--- src/rtl/dca_matrix_row_loader.sv ---
// dca_matrix_row_loader
// Matrix row load stage that sits just upstream of the MAC operand path.
// It accepts one load command: a base address, a row stride, a row count and
// the number of beats per row. For each row it issues one SLX read burst and
// waits for that burst to finish before it issues the next one. The returned
// beats pass through a small first-word-fall-through FIFO and leave as a
// valid/ready row-beat stream.
//
// Ports
//   clk, rstnn          core clock; asynchronous active-high reset
//   cmd_*               load command handshake and fields
//   slxq*               SLX request channel (reads only, one burst per row)
//   slxy*, slxydready   SLX response channel
//   row_*               row-beat stream toward the MAC operand path
//   busy, done, error   command status (done is a one-cycle pulse, error is sticky)
//   stall_cycles        count of consumer back-pressure cycles
//
// Optional feature macro: DCA_MATRIX_ROW_LOADER_PERF_EN
//   When defined, stall_cycles counts cycles with row_valid && !row_ready.
//   The count saturates and is cleared when a command is accepted.
//   When undefined, stall_cycles is tied to zero.
module dca_matrix_row_loader #(
  parameter int BW_ADDR    = 32,
  parameter int BW_DATA    = 128,
  parameter int BW_NUM_ROW = 8,
  parameter int FIFO_DEPTH = 4
) (
  input  logic                   clk,
  input  logic                   rstnn,
  input  logic                   cmd_valid,
  output logic                   cmd_ready,
  input  logic [BW_ADDR-1:0]     cmd_addr,
  input  logic [BW_ADDR-1:0]     cmd_stride,
  input  logic [BW_NUM_ROW-1:0]  cmd_num_row,
  input  logic [7:0]             cmd_row_beats,
  output logic                   slxqvalid,
  input  logic [1:0]             slxqdready,
  output logic                   slxqlast,
  output logic                   slxqwrite,
  output logic [7:0]             slxqlen,
  output logic [2:0]             slxqsize,
  output logic [1:0]             slxqburst,
  output logic [BW_DATA/8-1:0]   slxqwstrb,
  output logic [BW_DATA-1:0]     slxqwdata,
  output logic [BW_ADDR-1:0]     slxqaddr,
  output logic [1:0]             slxydready,
  input  logic                   slxyvalid,
  input  logic                   slxylast,
  input  logic [1:0]             slxyresp,
  input  logic [BW_DATA-1:0]     slxyrdata,
  output logic                   row_valid,
  input  logic                   row_ready,
  output logic [BW_DATA-1:0]     row_data,
  output logic                   row_last,
  output logic                   busy,
  output logic                   done,
  output logic                   error,
  output logic [31:0]            stall_cycles
);

  localparam int PTR_W = $clog2(FIFO_DEPTH);
  localparam int CNT_W = PTR_W + 1;
  localparam logic [CNT_W-1:0] FULL_CNT = CNT_W'(FIFO_DEPTH);
  localparam logic [BW_NUM_ROW-1:0] ONE_ROW = BW_NUM_ROW'(1);

  typedef enum logic [1:0] {IDLE, REQ, DATA, DONE} state_e;

  state_e                 state_q, state_d;
  logic [BW_ADDR-1:0]     addr_q, addr_d;
  logic [BW_ADDR-1:0]     stride_q, stride_d;
  logic [BW_NUM_ROW-1:0]  num_row_q, num_row_d;
  logic [BW_NUM_ROW-1:0]  row_idx_q, row_idx_d;
  logic [7:0]             row_beats_q, row_beats_d;
  logic [7:0]             beat_cnt_q, beat_cnt_d;
  logic                   error_q, error_d;
  logic                   done_q, done_d;
  logic [PTR_W-1:0]       wptr_q, wptr_d, rptr_q, rptr_d;
  logic [CNT_W-1:0]       count_q, count_d;

  // Each FIFO entry holds {row_last tag, data}.
  logic [BW_DATA:0]       fifo_mem [FIFO_DEPTH];

  logic accept, push, pop, fifo_full, fifo_empty, last_row;
  logic unused_inputs;

  assign unused_inputs = slxqdready[1];

  assign fifo_full  = (count_q == FULL_CNT);
  assign fifo_empty = (count_q == '0);
  assign last_row   = (row_idx_q == (num_row_q - ONE_ROW));

  // cmd_ready is held low while reset is asserted, so that every output
  // reads zero during reset and not only after it.
  assign cmd_ready = (state_q == IDLE) && !rstnn;
  assign accept    = cmd_valid && cmd_ready;
  assign push      = slxyvalid && slxydready[0];
  assign pop       = row_valid && row_ready;

  // Fixed fields of the read-only SLX request.
  assign slxqvalid  = (state_q == REQ);
  assign slxqlast   = 1'b1;
  assign slxqwrite  = 1'b0;
  assign slxqlen    = row_beats_q;
  assign slxqsize   = 3'($clog2(BW_DATA/8));
  assign slxqburst  = 2'b01;
  assign slxqwstrb  = '0;
  assign slxqwdata  = '0;
  assign slxqaddr   = addr_q;
  assign slxydready = {1'b1, (state_q == DATA) && !fifo_full};

  assign row_valid = !fifo_empty;
  assign row_data  = row_valid ? fifo_mem[rptr_q][BW_DATA-1:0] : '0;
  assign row_last  = row_valid && fifo_mem[rptr_q][BW_DATA];

  assign busy  = (state_q != IDLE);
  assign done  = done_q;
  assign error = error_q;

  // Command sequencing. The machine keeps one burst in flight: it requests a
  // row, collects that row's beats, then advances the address and requests
  // the next row. A wrong burst length or an error response sets error, but
  // the beats are still delivered. done fires only after the FIFO has drained.
  always_comb begin
    state_d     = state_q;
    addr_d      = addr_q;
    stride_d    = stride_q;
    num_row_d   = num_row_q;
    row_idx_d   = row_idx_q;
    row_beats_d = row_beats_q;
    beat_cnt_d  = beat_cnt_q;
    error_d     = error_q;
    done_d      = 1'b0;
    case (state_q)
      IDLE: begin
        if (accept) begin
          addr_d      = cmd_addr;
          stride_d    = cmd_stride;
          num_row_d   = cmd_num_row;
          row_beats_d = cmd_row_beats;
          row_idx_d   = '0;
          beat_cnt_d  = '0;
          error_d     = 1'b0;
          state_d     = (cmd_num_row == '0) ? DONE : REQ;
        end
      end
      REQ: begin
        if (slxqdready[0]) state_d = DATA;
      end
      DATA: begin
        if (push) begin
          if (slxyresp != 2'b00) error_d = 1'b1;
          if (slxylast) begin
            if (beat_cnt_q != row_beats_q) error_d = 1'b1;
            beat_cnt_d = '0;
            if (last_row) begin
              state_d = DONE;
            end else begin
              addr_d    = addr_q + stride_q;
              row_idx_d = row_idx_q + ONE_ROW;
              state_d   = REQ;
            end
          end else begin
            beat_cnt_d = beat_cnt_q + 8'd1;
          end
        end
      end
      DONE: begin
        if (fifo_empty) begin
          done_d  = 1'b1;
          state_d = IDLE;
        end
      end
      default: state_d = IDLE;
    endcase
  end

  // FIFO pointer and occupancy update. A push and a pop in the same cycle
  // leave the occupancy unchanged.
  always_comb begin
    wptr_d  = wptr_q;
    rptr_d  = rptr_q;
    count_d = count_q;
    if (push) wptr_d = wptr_q + PTR_W'(1);
    if (pop)  rptr_d = rptr_q + PTR_W'(1);
    if (push && !pop)      count_d = count_q + CNT_W'(1);
    else if (pop && !push) count_d = count_q - CNT_W'(1);
  end

  // State registers. Reset abandons any command that is in progress.
  always_ff @(posedge clk or posedge rstnn) begin
    if (rstnn) begin
      state_q     <= IDLE;
      addr_q      <= '0;
      stride_q    <= '0;
      num_row_q   <= '0;
      row_idx_q   <= '0;
      row_beats_q <= '0;
      beat_cnt_q  <= '0;
      error_q     <= 1'b0;
      done_q      <= 1'b0;
      wptr_q      <= '0;
      rptr_q      <= '0;
      count_q     <= '0;
    end else begin
      state_q     <= state_d;
      addr_q      <= addr_d;
      stride_q    <= stride_d;
      num_row_q   <= num_row_d;
      row_idx_q   <= row_idx_d;
      row_beats_q <= row_beats_d;
      beat_cnt_q  <= beat_cnt_d;
      error_q     <= error_d;
      done_q      <= done_d;
      wptr_q      <= wptr_d;
      rptr_q      <= rptr_d;
      count_q     <= count_d;
    end
  end

  // FIFO storage has no reset because occupancy decides what is valid. The
  // row_last tag is set only on the final beat of the final row.
  always_ff @(posedge clk) begin
    if (push) fifo_mem[wptr_q] <= {slxylast && last_row, slxyrdata};
  end

`ifdef DCA_MATRIX_ROW_LOADER_PERF_EN
  logic [31:0] stall_q, stall_d;

  // Back-pressure counter. It saturates at all ones, and a command accept
  // takes priority and clears it.
  always_comb begin
    stall_d = stall_q;
    if (accept)                                      stall_d = '0;
    else if (row_valid && !row_ready && stall_q != '1) stall_d = stall_q + 32'd1;
  end

  always_ff @(posedge clk or posedge rstnn) begin
    if (rstnn) stall_q <= '0;
    else       stall_q <= stall_d;
  end

  assign stall_cycles = stall_q;
`else
  assign stall_cycles = 32'd0;
`endif

endmodule
--- config.mk ---
export PLATFORM = sky130hd
export DESIGN_NAME = dca_matrix_row_loader
export DESIGN_NICKNAME = d
export VERILOG_FILES = /design/src/rtl/dca_matrix_row_loader.sv
export SDC_FILE = /design/constraint.sdc
export NUM_CORES = 1
export LEC_CHECK = 0
export ABC_AREA = 0
export CORE_MARGIN = 1
export CORE_UTILIZATION = 45
export CTS_CLUSTER_SIZE = 28
export DETAILED_ROUTE_END_ITERATION = 10
export MAX_ROUTING_LAYER = met4
export PLACE_DENSITY = 0.74
export SETUP_SLACK_MARGIN = 0.02
export SLEW_MARGIN = 40
export SYNTH_ARGS = -nofsm -noshare
export SYNTH_HDL_FRONTEND = slang
export SYNTH_SLANG_ARGS = --single-unit
export TNS_END_PERCENT = 10
--- constraint.sdc ---
create_clock -name clk -period 6.6 [get_ports clk]
set_clock_uncertainty 0.1 [all_clocks]
set_input_delay 1.32 -clock clk [delete_from_list [all_inputs] [get_ports clk]]
set_output_delay 1.32 -clock clk [all_outputs]
set_load 0.01 [all_outputs]
* Word level (Yosys, flattened, before mapping) *
Memories as Yosys holds them, arrays and structs flattened.
Index checks and enable logic that the tools add are counted.

word-level totals
  register bits = 107
  bits in writable memories = 516
  bits of input ports = 218
  memories = 1

operators by class
  add/subtract/negate cells = 8
  equality and inequality tests = 12
  multiplexer cells = 34
  reduce and logical (&&, ||, !) cells = 25

memory list
  name      depth  bits a word  read ports  clocked after Yosys merged registers in  write ports  RTL line  RTL
  fifo_mem  4      129          1           0                                        1            81        logic [BW_DATA:0] fifo_mem [FIFO_DEPTH];

operators with widths
  operator                                          count
  2-to-1 mux 128 bit                                1
  2-to-1 mux 32 bit                                 4
  case mux 32 bit (2 select lines)                  1
  2-to-1 mux 8 bit                                  6
  adder 32 bit                                      1
  case mux 8 bit (2 select lines)                   2
  adder 8 x 1 -> 8 bit, second input constant       2
  2-to-1 mux 2 bit                                  7
  != test 2 bit, second input constant              5
  AND reduction 5 bit                               2
  logical AND 1 bit                                 9
  2-to-1 mux 1 bit                                  9
  == test 8 bit                                     1
  zero test 8 bit                                   1
  != test 8 bit                                     1
  case mux 2 bit (4 select lines)                   1
  nonzero test 2 bit                                4
  subtractor 8 x 1 -> 8 bit, second input constant  1
  2-to-1 mux 3 bit                                  2
  zero test 1 bit                                   5
  adder 2 x 1 -> 2 bit, second input constant       2
  == test 2 bit, second input constant              2
  adder 3 x 1 -> 3 bit, second input constant       1
  == test 3 bit, second input constant              1
  other kinds (8)                                   8

* Depth between registers and ports, before layout *
  depth after elaboration = 8
  mapped depth = 13
  mapped depth without buffers = 10

* Worst setup path after synthesis *
No wires, ideal clock.

  path kind = input -> register
  start = in slxyvalid
  end = mem fifo_mem[2][0] (netlist bit), enable pin
  setup time = 0.504 ns
  arrival time = 4.339 ns
  data required time = 5.995 ns
  path slack = 1.656 ns
  stages on the path = 1
  cell sequence = and3_1

between the ends
  longest elaborated chain between the ends = 3

ends and longest elaborated chain
  item                                    RTL line  RTL
  from (decl)                             47        input logic slxyvalid,
  logical AND 1 bit                       96        assign push = slxyvalid && slxydready[0];
  2-to-1 mux 1 bit                        223       if (push) fifo_mem[wptr_q] <= {slxylast && last_row, slxyrdata};
  2-to-1 mux 1 bit (not written as such)  223
  to (decl)                               81

No other way between the ends.

* Worst setup path after layout *
  start = reg rptr_q[0]
  end = out row_data[60]

between the ends
  longest elaborated chain between the ends = 2

ends and longest elaborated chain
  item                    RTL line  RTL
  from (decl)             77        logic [PTR_W-1:0] wptr_q, wptr_d, rptr_q, rptr_d;
  from (signal assigned)  215       rptr_q <= rptr_d;
  memory (4 x 129 bit)    -
  2-to-1 mux 128 bit      112       assign row_data = row_valid ? fifo_mem[rptr_q][BW_DATA-1:0] : '0;
  to (decl)               53        output logic [BW_DATA-1:0] row_data,

No other way between the ends.

==> run metrics <==
worst r2r src state_q[0]$_DFFE_PP0P_; port buffer count 392; post-synthesis cell type count 68; min-delay src stride_q[22]$_DFFE_PP0P_; initial DRC count 820; FF+latch count, synth 623; initial antenna violation count 11; Async SR Flop Fraction 0.1717; CORE AREA 60250 sq um; CP endpoint kind output pin; layout cells sized above 1 0.1448; VDD IR-drop max 0.2890 mV; vias in the first global route 15.55k; wire length after detailed routing 61870 microns; number of buffers created by CTS 66; dpl hpwl 41300 microns; EDFF count, synth 516; YS warnings 0; fin cells 2934; Finished Cell Area 33770 sq um; H-tree Lvls 3; post_cts resized 0; crit path max fanout 54; Pleak 0.01201 uW; fin util 0.5605; worst-margin pin slew 834.6 ps; hold path endpoint stride_q[22]$_DFFE_PP0P_; die height 248.9 microns; Reg area 18180 sq um; die area 61960 sq um; R2R Path End slxqaddr[13]$_DFFE_PP0P_; Die W 248.9 microns; Total Routing Usage GR 0.2077; fin nets 2355; RSZ-0062 raised after global routing false; minimum setup slack among reg-to-reg paths 3250 ps; Startpoint Class flip-flop; Cells after Synth 1689; Clock transition at path regs 60 ps; multi-input combinational cell area 8192 sq um; Total Power 15880 uW; min cycle time layout 4529 ps; # DRC 0; I/O pins 578; post-CTS setup buffer count 0; max_slew headroom 0.4436; row count 90; CTS tree yes; Tcrit/Tclk final 0.6862; sequential area share after synthesis 0.6624; Placer Congestion 0.8722; routed length per instance 21.09 microns; CTS root buf clkbuf_16; DR vias/cell 5.174; critical path class reg -> out; Post-DRT Antenna Nets 0; fmax 220.8 MHz; Hold Path Stages 1; area of the mapped netlist 27430 sq um; max-cap violations 0; Sum Neg Setup Slack 0 ps; total of fill cells in the finished design 4630; main flop type after synthesis edfxtp_1; Placed Cells 2810; Starting Density 0.4554; total gr overflow 0; Worst Path Arrival 3110 ps; final hold vios 0; global-route wire length before repair 94680 microns; Post-CTS Hold Fix Bufs 0; FF-to-FF path depth 8; clock tree sinks 623; Vias 15.18k; largest net degree at the start of global routing 110; Setup violations, final 0; Mean Syn Cell Area 16.24 sq um; placed inst area 31720 sq um; hold crit path type reg -> reg; pwr dens 470.2 nW/um^2; CTS max path bufs 3; max-slew violations 0; DR pass1 iterations 5; area delta synth->final 23.10%; Crit path required time 5180 ps; Clock Latency Late Sink 610 ps; status finished, final reports clean
[where the power goes]
part | internal (uW) | switching (uW)
clock network | 1980 | 1500
logic | 3550 | 3420
registers | 4970 | 459
[Yosys cell counts, types with 3 or more instances]
cell	n	area [sq um]
buf_1	9	33.78
o21a_1	5	37.54
o21ai_0	25	125.1
mux2_2	47	529.3
and4_1	5	43.79
clkbuf_1	43	161.4
nand4_1	9	56.30
nand2b_1	4	25.02
a21o_1	19	142.6
nand3_1	21	105.1
o221ai_1	3	26.28
a31oi_1	17	106.4
and3_1	14	87.58
nand3b_1	3	22.52
o21bai_1	6	45.04
ha_1	39	488.0
o211ai_1	8	60.06
mux2i_1	5	50.05
edfxtp_1	516	15490
nand2_1	51	191.4
a211oi_1	9	67.56
buf_2	17	85.08
buf_6	4	45.04
and2_1	136	850.8
dfrtp_1	107	2678
xnor2_1	35	306.5
mux2_1	4	45.04
nor2_1	72	270.3
a21oi_1	41	205.2
mux4_2	129	2905
xor2_1	23	201.4
nor3_1	10	50.05
nor4_1	3	18.77
buf_4	184	1381
nor2b_1	5	31.28
inv_1	18	67.56
[area by class of cell]
| type | count | share of cell area |
|---|---|---|
| antenna | 11 | 0.0008151 |
| clock buffer | 83 | 0.05172 |
| clock inverter | 30 | 0.008077 |
| inverter | 19 | 0.002260 |
| multi-input combinational | 971 | 0.2426 |
| sequential | 623 | 0.5383 |
| tap | 782 | 0.02897 |
| timing repair buffer | 415 | 0.1272 |
[worst max-delay path, stage by stage (launching register included)]
cell and delay, ps:
dfrtp_4 720, buf_12 460, mux4_2 570, and2_1 170
clkdlybuf4s50_1 550
[flip-flops by register name, indices dropped and copies added (netlist names)]
signal and count:
error 1, row_idx_q 8, stride_q 32, slxqlen 8, num_row_q 8, count_q 3
rptr_q 2, beat_cnt_q 8, done 1, state_q 2, fifo_mem 516, slxqaddr 32
wptr_q 2
[worst max path at each step]
stage / from / end / depth (start not counted)
6_report: rptr_q[0]$_DFFE_PP0P_ / row_data[60] / 4
3_5_place_dp: slxyvalid / slxqaddr[29]$_DFFE_PP0P_ / 8
4_1_cts: rptr_q[0]$_DFFE_PP0P_ / row_data[60] / 4
3_3_place_gp: rptr_q[0]$_DFFE_PP0P_ / row_data[60] / 4
5_1_grt: rptr_q[0]$_DFFE_PP0P_ / row_data[60] / 4
2_1_floorplan: slxyvalid / fifo_mem[2][0]$_DFFE_PP_ / 1
[metrics by stage]
step | hold slack (ps) | worst slack, ps
final | 409.7 | 2071
after global routing | 428.3 | 1860
after CTS | 414.5 | 1944
after detailed placement | 400.7 | 2350
after global placement | 390.6 | 2253
after floorplan | 384.9 | 1656
[layout by cell type (no fill, tap or decap), types with 25 or more instances in the layout]
master           netlist  routed
a21oi_1               41      41
and2_1               136     135
clkbuf_16              0      67
clkdlybuf4s50_1        0     392
conb_1                 2     184
dfrtp_1              107     105
edfxtp_1             516     516
ha_1                  39      39
mux2_2                47      47
mux4_2               129     129
nand2_1               51      51
nor2_1                72      72
o21ai_0               25      25
xnor2_1               35      35
[layer usage]
| layer | track usage | wire (microns) | vias up |
|---|---|---|---|
| li1 | - | - | 6881 |
| met1 | 0.2493 | 24680 | 7689 |
| met2 | 0.3365 | 30720 | 524 |
| met3 | 0.07294 | 5357 | 86 |
| met4 | 0.04809 | 1113 | 0 |
| met5 | - | 0 | - |
[cell families (layout without fill, tap and decap cells)]
logic type      after synthesis  in the layout  synth area share
fa+ha+maj                    41             41           0.01925
xor+xnor                     58             58           0.01852
mux                         185            185            0.1287
flops                       623            623            0.6624
simple gates                343            343           0.06691
buf+inv                     277            547           0.06499
compound gates              160            160           0.03900
other cells                   2            195         0.0002737
Power figures use the tool's default switching activity.
